## src/rtl/proc_pkg.sv

```systemverilog
// Shared types for the multicycle control sequencer: state encoding,
// opcode/addressing-mode constants and a memory-wait state helper.
package proc_pkg;

    typedef enum logic [4:0] {
        FETCH = 5'd1,
        DEC_OP,
        DEC_ADDR,
        LOAD,
        IMMED,
        REGDIR,
        MEMDIR,
        PCREL,
        ASR,
        LSR,
        ASL,
        LSL,
        JMP,
        JZ,
        JNZ,
        POP,
        PUSH,
        ALU_WB,
        SHIFT_WB,
        PC_INC,
        HALT,
        IRQ
    } state_e;

    localparam logic [5:0] OP_ALU  = 6'b000000;
    localparam logic [5:0] OP_ALU2 = 6'b100001;
    localparam logic [5:0] OP_JMP  = 6'b001001;
    localparam logic [5:0] OP_JZ   = 6'b010000;
    localparam logic [5:0] OP_JNZ  = 6'b010001;
    localparam logic [5:0] OP_LOAD = 6'b100000;
    localparam logic [5:0] OP_POP  = 6'b100100;
    localparam logic [5:0] OP_PUSH = 6'b100110;
    localparam logic [5:0] OP_ASR  = 6'b111000;
    localparam logic [5:0] OP_LSR  = 6'b111001;
    localparam logic [5:0] OP_ASL  = 6'b111100;
    localparam logic [5:0] OP_LSL  = 6'b111101;
    localparam logic [5:0] OP_HALT = 6'b111111;

    localparam logic [2:0] FN_REGDIR = 3'b000;
    localparam logic [2:0] FN_MEMDIR = 3'b010;
    localparam logic [2:0] FN_PCREL  = 3'b110;

    // States whose final step waits for the memory handshake.
    function automatic logic is_mem_wait(state_e s);
        return (s == FETCH) || (s == MEMDIR) || (s == PCREL) ||
               (s == LOAD) || (s == POP) || (s == PUSH);
    endfunction

endpackage

```

## src/rtl/seq_step_counter.sv

```systemverilog
// Per-state step counter: counts up to a limit and saturates there;
// done flags the last step of the current state.
module seq_step_counter #(
    parameter int STEP_W = 3
) (
    input  logic              clk,
    input  logic              reset,
    input  logic              clr_i,
    input  logic              en_i,
    input  logic [STEP_W-1:0] limit_i,
    output logic [STEP_W-1:0] step_o,
    output logic              done_o
);

    logic [STEP_W-1:0] step_q, step_d;

    assign done_o = (step_q == limit_i);
    assign step_o = step_q;

    always_comb begin
        step_d = step_q;
        if (clr_i)
            step_d = '0;
        else if (en_i && !done_o)
            step_d = step_q + STEP_W'(1);
    end

    always_ff @(posedge clk) begin
        if (reset)
            step_q <= '0;
        else
            step_q <= step_d;
    end

endmodule

```

## src/rtl/control_sequencer.sv

```systemverilog
// Multicycle control FSM: fetch/decode/execute/writeback sequencing.
// Optional interrupt entry after branches/PC increment with CTRL_IRQ_EN.
module control_sequencer
    import proc_pkg::*;
#(
    parameter int STATE_W       = 6,
    parameter int STEP_W        = 3,
    parameter int FETCH_CYCLES  = 4,
    parameter int MEMDIR_CYCLES = 2,
    parameter int PCREL_CYCLES  = 5,
    parameter int IRQ_CYCLES    = 3
) (
    input  logic               clk,
    input  logic               reset,
    input  logic [5:0]         op,
    input  logic [2:0]         funct,
    input  logic               zero,
    input  logic               mem_ready,
    input  logic               irq,
    output logic [STATE_W-1:0] state,
    output logic [STEP_W-1:0]  step,
    output logic               state_entry,
    output logic               illegal_op,
    output logic               halted,
    output logic               irq_ack
);

    localparam logic [STEP_W-1:0] FETCH_LIM  = STEP_W'(FETCH_CYCLES - 1);
    localparam logic [STEP_W-1:0] MEMDIR_LIM = STEP_W'(MEMDIR_CYCLES - 1);
    localparam logic [STEP_W-1:0] PCREL_LIM  = STEP_W'(PCREL_CYCLES - 1);
    localparam logic [STEP_W-1:0] IRQ_LIM    = STEP_W'(IRQ_CYCLES - 1);

    state_e            state_q, state_d;
    logic              entry_q;
    logic              illegal_d;
    logic              trans;
    logic              done;
    logic              adv;
    logic [STEP_W-1:0] limit;
    state_e            ret_state;

    seq_step_counter #(.STEP_W(STEP_W)) u_step (
        .clk     (clk),
        .reset   (reset),
        .clr_i   (trans),
        .en_i    (1'b1),
        .limit_i (limit),
        .step_o  (step),
        .done_o  (done)
    );

    always_comb begin
        limit = '0;
        unique case (state_q)
            FETCH:   limit = FETCH_LIM;
            MEMDIR:  limit = MEMDIR_LIM;
            PCREL:   limit = PCREL_LIM;
            IRQ:     limit = IRQ_LIM;
            default: limit = '0;
        endcase
    end

    // Single-cycle states have limit 0, so done is always set there.
    assign adv = done && (mem_ready || !is_mem_wait(state_q));

`ifdef CTRL_IRQ_EN
    assign ret_state = irq ? IRQ : FETCH;
`else
    assign ret_state = FETCH;
`endif

    always_comb begin
        state_d   = state_q;
        illegal_d = 1'b0;
        case (state_q)
            FETCH:
                if (adv) state_d = DEC_OP;
            DEC_OP: begin
                unique casez (op)
                    OP_ALU, OP_ALU2: state_d = ALU_WB;
                    OP_JMP:          state_d = JMP;
                    OP_JZ:           state_d = zero ? JZ : PC_INC;
                    OP_JNZ:          state_d = !zero ? JNZ : PC_INC;
                    OP_LOAD:         state_d = LOAD;
                    OP_POP:          state_d = POP;
                    OP_PUSH:         state_d = PUSH;
                    6'b110???:       state_d = DEC_ADDR;
                    OP_ASR:          state_d = ASR;
                    OP_LSR:          state_d = LSR;
                    OP_ASL:          state_d = ASL;
                    OP_LSL:          state_d = LSL;
                    OP_HALT:         state_d = HALT;
                    default: begin
                        state_d   = PC_INC;
                        illegal_d = 1'b1;
                    end
                endcase
            end
            DEC_ADDR: begin
                unique case (funct)
                    FN_REGDIR: state_d = REGDIR;
                    FN_MEMDIR: state_d = MEMDIR;
                    FN_PCREL:  state_d = PCREL;
                    default:   state_d = IMMED;
                endcase
            end
            REGDIR, IMMED, MEMDIR, PCREL:
                if (adv) state_d = ALU_WB;
            ASR, LSR, ASL, LSL:
                state_d = SHIFT_WB;
            ALU_WB, SHIFT_WB, LOAD, POP, PUSH:
                if (adv) state_d = PC_INC;
            JMP, JZ, JNZ, PC_INC:
                state_d = ret_state;
            HALT:
                state_d = HALT;
            IRQ:
                if (adv) state_d = FETCH;
            default:
                state_d = FETCH;
        endcase
    end

    assign trans = (state_d != state_q);

    always_ff @(posedge clk) begin
        if (reset) begin
            state_q <= FETCH;
            entry_q <= 1'b1;
        end else begin
            state_q <= state_d;
            entry_q <= trans;
        end
    end

    assign state       = STATE_W'(state_q);
    assign state_entry = entry_q;
    assign illegal_op  = illegal_d & ~reset;
    assign halted      = (state_q == HALT);

`ifdef CTRL_IRQ_EN
    assign irq_ack = (state_q == IRQ) && entry_q && !reset;
`else
    assign irq_ack = irq & 1'b0;
`endif

endmodule

```

## config.mk

```make
export PLATFORM = sky130hd
export DESIGN_NAME = control_sequencer
export DESIGN_NICKNAME = d
export VERILOG_FILES = /design/src/rtl/proc_pkg.sv /design/src/rtl/seq_step_counter.sv /design/src/rtl/control_sequencer.sv
export SDC_FILE = /design/constraint.sdc
export NUM_CORES = 1
export LEC_CHECK = 0
export BUFFER_PORTS_ARGS = -buffer_cell sky130_fd_sc_hd__buf_2
export CELL_PAD_IN_SITES_DETAIL_PLACEMENT = 2
export CELL_PAD_IN_SITES_GLOBAL_PLACEMENT = 2
export CORE_MARGIN = 2
export CORE_UTILIZATION = 33
export DETAILED_ROUTE_END_ITERATION = 8
export PLACE_DENSITY_LB_ADDON = 0.12
export SLEW_MARGIN = 20
export SYNTH_ARGS = -nofsm -noshare
export SYNTH_HDL_FRONTEND = slang
export SYNTH_HIERARCHICAL = 1
export SYNTH_SLANG_ARGS = --single-unit
```

## constraint.sdc

```tcl
create_clock -name clk -period 6.4 [get_ports clk]
set_input_delay 0.64 -clock clk [delete_from_list [all_inputs] [get_ports clk]]
set_output_delay 0.64 -clock clk [all_outputs]
set_load 0.1 [all_outputs]
```

# --- After elaboration in Yosys (flattened, before gate mapping) ---
# Index checks and enable logic that the tools add are counted.
totals:
  register_bits: 9
  inputBits: 14
  out_inout_bits: 13
  elab_cells: 69
op_classes:
  add_sub_neg: 1
  eq_ne: 35
  n_mux: 12
  bitwise: 2
  reduce_logical: 16
ops:
  columns: ["operator", "n"]
  rows:
  - ["$pmux 5 s13", 1]
  - ["$eq 6x6->1 const B", 9]
  - ["$pmux 5 s8", 1]
  - ["$eq 5x5->1 const B", 6]
  - ["$mux 5", 6]
  - ["$eq 5x4->1 const B", 5]
  - ["$eq 5x3->1 const B", 4]
  - ["$reduce_or 14->1", 1]
  - ["$eq 6x5->1 const B", 2]
  - ["$pmux 3 s4", 1]
  - ["$pmux 4 s3", 1]
  - ["$eq 5x2->1 const B", 2]
  - ["$reduce_or 4->1", 2]
  - ["$eq 3x3->1 const B", 2]
  - ["$eq 6x4->1 const B", 1]
  - ["$logic_not 6->1", 1]
  - ["$logic_or 1x1->1", 6]
  - ["$eq 5x1->1 const B", 1]
  - ["$ne 5x5->1", 1]
  - ["$reduce_or 5->1", 1]
  - ["$reduce_or 2->1", 2]
  - ["$add 3x1->3 const B", 1]
  - ["$eq 3x2->1 const B", 1]
  - ["$eq 3x3->1", 1]
  - ["6 further kinds", 7]

# --- Depth between registers and ports, before layout ---
depth:
  depth_word: 13
  depth_mapped: 17
  depth_no_buf: 15

# --- Cells and area by module ---
# The synthesis kept the hierarchy.
modules_own_cells:
  columns: ["module", "n_inst", "cells_each", "area_each_um2", "seq_area_each_um2"]
  rows:
  - ["control_sequencer", 1, 181, 1211.2, 120.1]
  - ["seq_step_counter", 1, 29, 241.5, 60.1]

# --- Worst setup path after synthesis ---
# OpenSTA, ideal clock, no wires.
synth_path:
  path_type: "register -> register"
  from: "reg state_q[0]"
  to: "reg u_step.step_q[0], in the netlist u_step/step_o[0]"
  setup_time_ps: 57
  arrival_time_ps: 5031
  t_required_ps: 6343
  slack_ps: 1312
  path_stages_with_launch: 12
  n_path_buf: 1
  synth_period_minus_slack_ps: 5088
  cell_sequence: "dfxtp_1 > clkbuf_1 > nand2_1 > nor3_1 > o21bai_1 > a221oi_2 > mux2i_1 > a21oi_2 > nand2_1 > or4b_1 > o22ai_1 > or3_1"
synth_via:
  word_cells_on_any_way: 38
  classes_between: "eq/ne (20); mux (6); reduce/logical (12)"
synth_lines:
  columns: ["item", "line", "rtl"]
  rows:
  - ["from (decl)", "control_sequencer.sv:33", "state_e state_q, state_d;"]
  - ["from (signal assigned)", "control_sequencer.sv:131", "state_q <= state_d;"]
  - ["$eq 5x5->1", null, null]
  - ["net halted", "control_sequencer.sv:24", "output logic halted,"]
  - ["$pmux 5 s8", "control_sequencer.sv:75", "case (state_q)"]
  - ["$ne 5x5->1", "control_sequencer.sv:124", "assign trans = (state_d != state_q);"]
  - ["net trans", "control_sequencer.sv:36", "logic trans;"]
  - ["$reduce_or 2->1 (no source line)", null, null]
  - ["to (signal assigned)", "seq_step_counter.sv:32", "step_q <= step_d;"]
  - ["to (decl)", "seq_step_counter.sv:15", "logic [STEP_W-1:0] step_q, step_d;"]
# The timed path passes the listed nets, and every way through them passes these cells.
# A chain may end at the register's enable or synchronous reset.

# --- Worst setup path after layout ---
layout_path:
  from: "reg state_q[0]"
  to: "reg u_step.step_q[0], in the netlist u_step/step_o[0]"
layout_via:
  word_cells_on_any_way: 38
  classes_between: "eq/ne (20); mux (6); reduce/logical (12)"
layout_lines:
  columns: ["item", "line", "rtl"]
  rows:
  - ["$eq 5x5->1, or another cell as far along", "control_sequencer.sv:54", "unique case (state_q)"]
  - ["$pmux 3 s4 (*)", "control_sequencer.sv:54", null]
  - ["net limit[1]", "control_sequencer.sv:39", "logic [STEP_W-1:0] limit;"]
  - ["$eq 3x3->1 (*)", "seq_step_counter.sv:17", "assign done_o = (step_q == limit_i);"]
  - ["net done", "control_sequencer.sv:37", "logic done;"]
  - ["$logic_and 1x1->1 (*)", "control_sequencer.sv:64", "assign adv = done && (mem_ready || !is_mem_wait(state_q));"]
  - ["$mux 5 (on tied branches)", null, null]
  - ["$pmux 5 s8 (*)", "control_sequencer.sv:75", null]
  - ["$ne 5x5->1 (*)", "control_sequencer.sv:124", null]
  - ["net trans", "control_sequencer.sv:36", null]
  - ["$reduce_or 2->1 (no source line) (*)", null, null]
# Mark *: on every way through the listed nets, which the timed path passes. The rest lies on a longest branch.

==> metrics.yaml <==
outcome:
  outcome: "complete, no violations"
placement:
  place_inst: 274
  routabilityCongestion: 0.801
  dp_hpwl_um: 3800
  io_buffers: 23
floorplanning:
  dieHeight_um: 70.3
  start_util: 0.338
  core-area_mm2: 0.00429
  rows: 24
  die_w_um: 70.3
  pin_count: 27
  die_area_mm2: 0.00495
routing:
  finalWirelength_um: 5160
  drtIter0Drc: 102
  firstDrtPassIters: 4
  routedWlPerCell_um: 18.6
  ant_nets: 0
  vias: 1646
  vias_per_cell: 5.92
  route.detailed.drc: 0
yosys:
  synth_top_area_share: 0.124
  synthFlopType: "dfxtp_1"
  yosys.area_share.simple: 0.391
  synth_top_family_by_area: "simple AND/OR/NAND/NOR gates"
  synthMuxAreaShare: 0.0215
  mappedNetlistArea_mm2: 0.00145
  synthArstFlopShare: 0
  synth_cell_types: 65
  synth_seq_cells: 9
  syn_avg_cell_area_um2: 6.92
  yosysTopAreaCell: "dfxtp_1"
  synth_fa_ha_area_frac: 0.00861
  synth-compound-area-share: 0.316
  synth_cells: 210
  synth-xor-area-share: 0.0482
  synth_edf_count: 0
  ys_seq_area_frac: 0.124
  synth_area_leaders: "dfxtp_1 (12%), nand2_1 (4.9%), a21oi_1 (4.5%)"
  yosys_warnings: 6
finish:
  instances_no_fill: 278
  regArea_um2: 180
  multi_input_area_mm2: 0.00117
  syn2layout_area_growth_pct: 11.2
  drive_above_1_share: 0.204
  fillers: 541
  fin_nets: 242
  antenna_cells: 0
timing:
  fin_tns_setup_ps: 0
  worstMarginPinSlew_ps: 768
  slew_viol_final: 0
  setup_viol: 0
  fmax_mhz: 217
  fin_skew_ps: 8.12
  rsz0062_at_grt: "no"
  hold_viol: 0
  layout_min_cycle_time_ps: 4600
  fin_crit_sh: 0.719
  slew_headroom: 0.487
clocking:
  h-tree-depth: 1
  cts_resized: 0
  cts_setup_buffers: 0
  cts_root_buffer: "clkbuf_8"
  numCtsBuffers: 3
  cts_num_sinks: 9
  clk_path_buf_depth: 2
  holdBufCountCts: 0
  cts_tree: "done"
  insertion_delay_ps: 240
  path_clk_slew_ps: 50
global_routing:
  grt_pass1_wl_um: 8460
  antenna_found_initial: 0
  grt_start_max_net_pins: 30
  grt_remaining_overflow: 0
  gr-usage-all-layers: 0.209
  grt_pass1_vias: 1675
run:
  drv_cap: 0
worst_setup_path:
  cp_max_fo: 18
  path_cells: "inv_1, nor4_1, a31oi_1, nor2_1, xnor2_1, and3_2, inv_1, o41ai_4, mux2i_1, nand2_1, a21oi_2, nand2_1, or4b_1, a21oi_1, or3_1"
  critPathLaunchType: "flip-flop"
  critPathKind: "flip-flop to flip-flop"
  critPathCaptureType: "flip-flop"
  cp_top_family: "simple AND/OR/NAND/NOR gates"
  crit_arrival_ps: 4780
  max_stage_delay_ps: 730
  required_ps: 6570
  cp_slowest_cell: "dfxtp_1"
  cp.buffers_inverters: 2
power_and_ir_drop:
  p_per_area_mw_per_mm2: 290
  p_leak_nw: 0.672
  ir_drop_mv: 0.156
min_path:
  hold_class: "flip-flop to flip-flop"
## where the power goes
| group | switching (mW) | leakage (nW) | internal, mW |
|---|---|---|---|
| clock | 0.0240 | 0.0255 | 0.0426 |
| combinational | 0.219 | 0.573 | 0.0912 |
| sequential | 0.0244 | 0.0735 | 0.0680 |
## layer usage
metal,part of all wire,GRT usage
met1,0.47,0.296
met2,0.50,0.344
met3,0.028,0.0159
met4,0,0.0427
met5,0,0
## cells in the mapped netlist, types with 2 or more instances
cell type  number
a31oi_1         8
a31o_2          2
a21oi_1        13
a211oi_1        2
nor3b_1         2
xnor2_1         4
and3_1          5
nand3_1         5
nor2_1         14
or2_2           3
buf_2           9
o21ai_0        10
and4_1          3
nand2b_1        8
conb_1          2
or3_1           3
nor3_2          2
nor3_1          6
nand4_1         5
o31ai_1         2
nor4_1          5
mux2i_1         2
nand2_1        19
nor2b_1         6
o311ai_0        2
o21bai_1        3
dfxtp_1         9
a211o_1         3
clkbuf_1        6
o31a_1          2
inv_1           7
buf_4           2
xor2_1          4
## final timing paths
path,from,end,slack (ps),cells past startpoint
hold / removal,u_step/step_o[2],u_step/step_o[2],500,2
hold reg to reg,u_step/step_o[2],u_step/step_o[2],500,2
setup / recovery,state_q[0],u_step/step_o[0],1800,15
setup reg to reg,state_q[0],u_step/step_o[0],1800,15
## layout make-up
class / instances / area share
Clock buffer: 3 / 0.0256
Clock inverter: 1 / 0.00310
Inverter: 7 / 0.0163
Multi-Input combinational cell: 182 / 0.727
Sequential cell: 9 / 0.112
Tap cell: 52 / 0.0403
Timing Repair Buffer: 24 / 0.0759
## kinds of logic after synthesis
logic type,after synthesis
simple gates,98
flops,9
mux,3
compound gates,63
buf+inv,26
fa+ha+maj,1
other cells,2
xor+xnor,8
## layout by cell type (no fill, tap or decap), types with 4 or more instances in the layout
cell      count
buf_2        23
nand2_1      19
nor2_1       14
a21oi_1      13
o21ai_0      10
conb_1        9
dfxtp_1       9
nand2b_1      8
a31oi_1       8
inv_1         7
nor3_1        6
nor2b_1       6
nor4_1        5
and3_1        5
nand4_1       5
nand3_1       5
xor2_1        4
xnor2_1       4
## worst reg2reg max path, stage by stage (launching register included)
cell	delay [ps]
dfxtp_1	730
inv_1	310
nor4_1	260
a31oi_1	70
nor2_1	260
xnor2_1	270
and3_2	300
inv_1	90
o41ai_4	500
mux2i_1	420
nand2_1	150
a21oi_2	210
nand2_1	100
or4b_1	560
a21oi_1	180
or3_1	130
## flip-flops by register name, summed over array words and instances (netlist names)
register / count
u_step/step_o: 3
state_q: 5
state_entry: 1
## stage by stage
step / instance area (um2) / worst slack (ps) / total power, mW / hold WS (ps) / util
CTS: 1620 / 1790 / 0.472 / 515 / 0.376
floorplan: 1480 / 1310 / 0.339 / 709 / -
finish: 1620 / 1800 / 0.469 / 505 / 0.376
global route: 1620 / 1490 / 0.506 / 553 / 0.376
global placement: 1570 / 2170 / 0.387 / 487 / 0.365
detailed placement: 1570 / 1960 / 0.401 / 507 / 0.365
No activity file was read; power rests on OpenSTA's default activity.
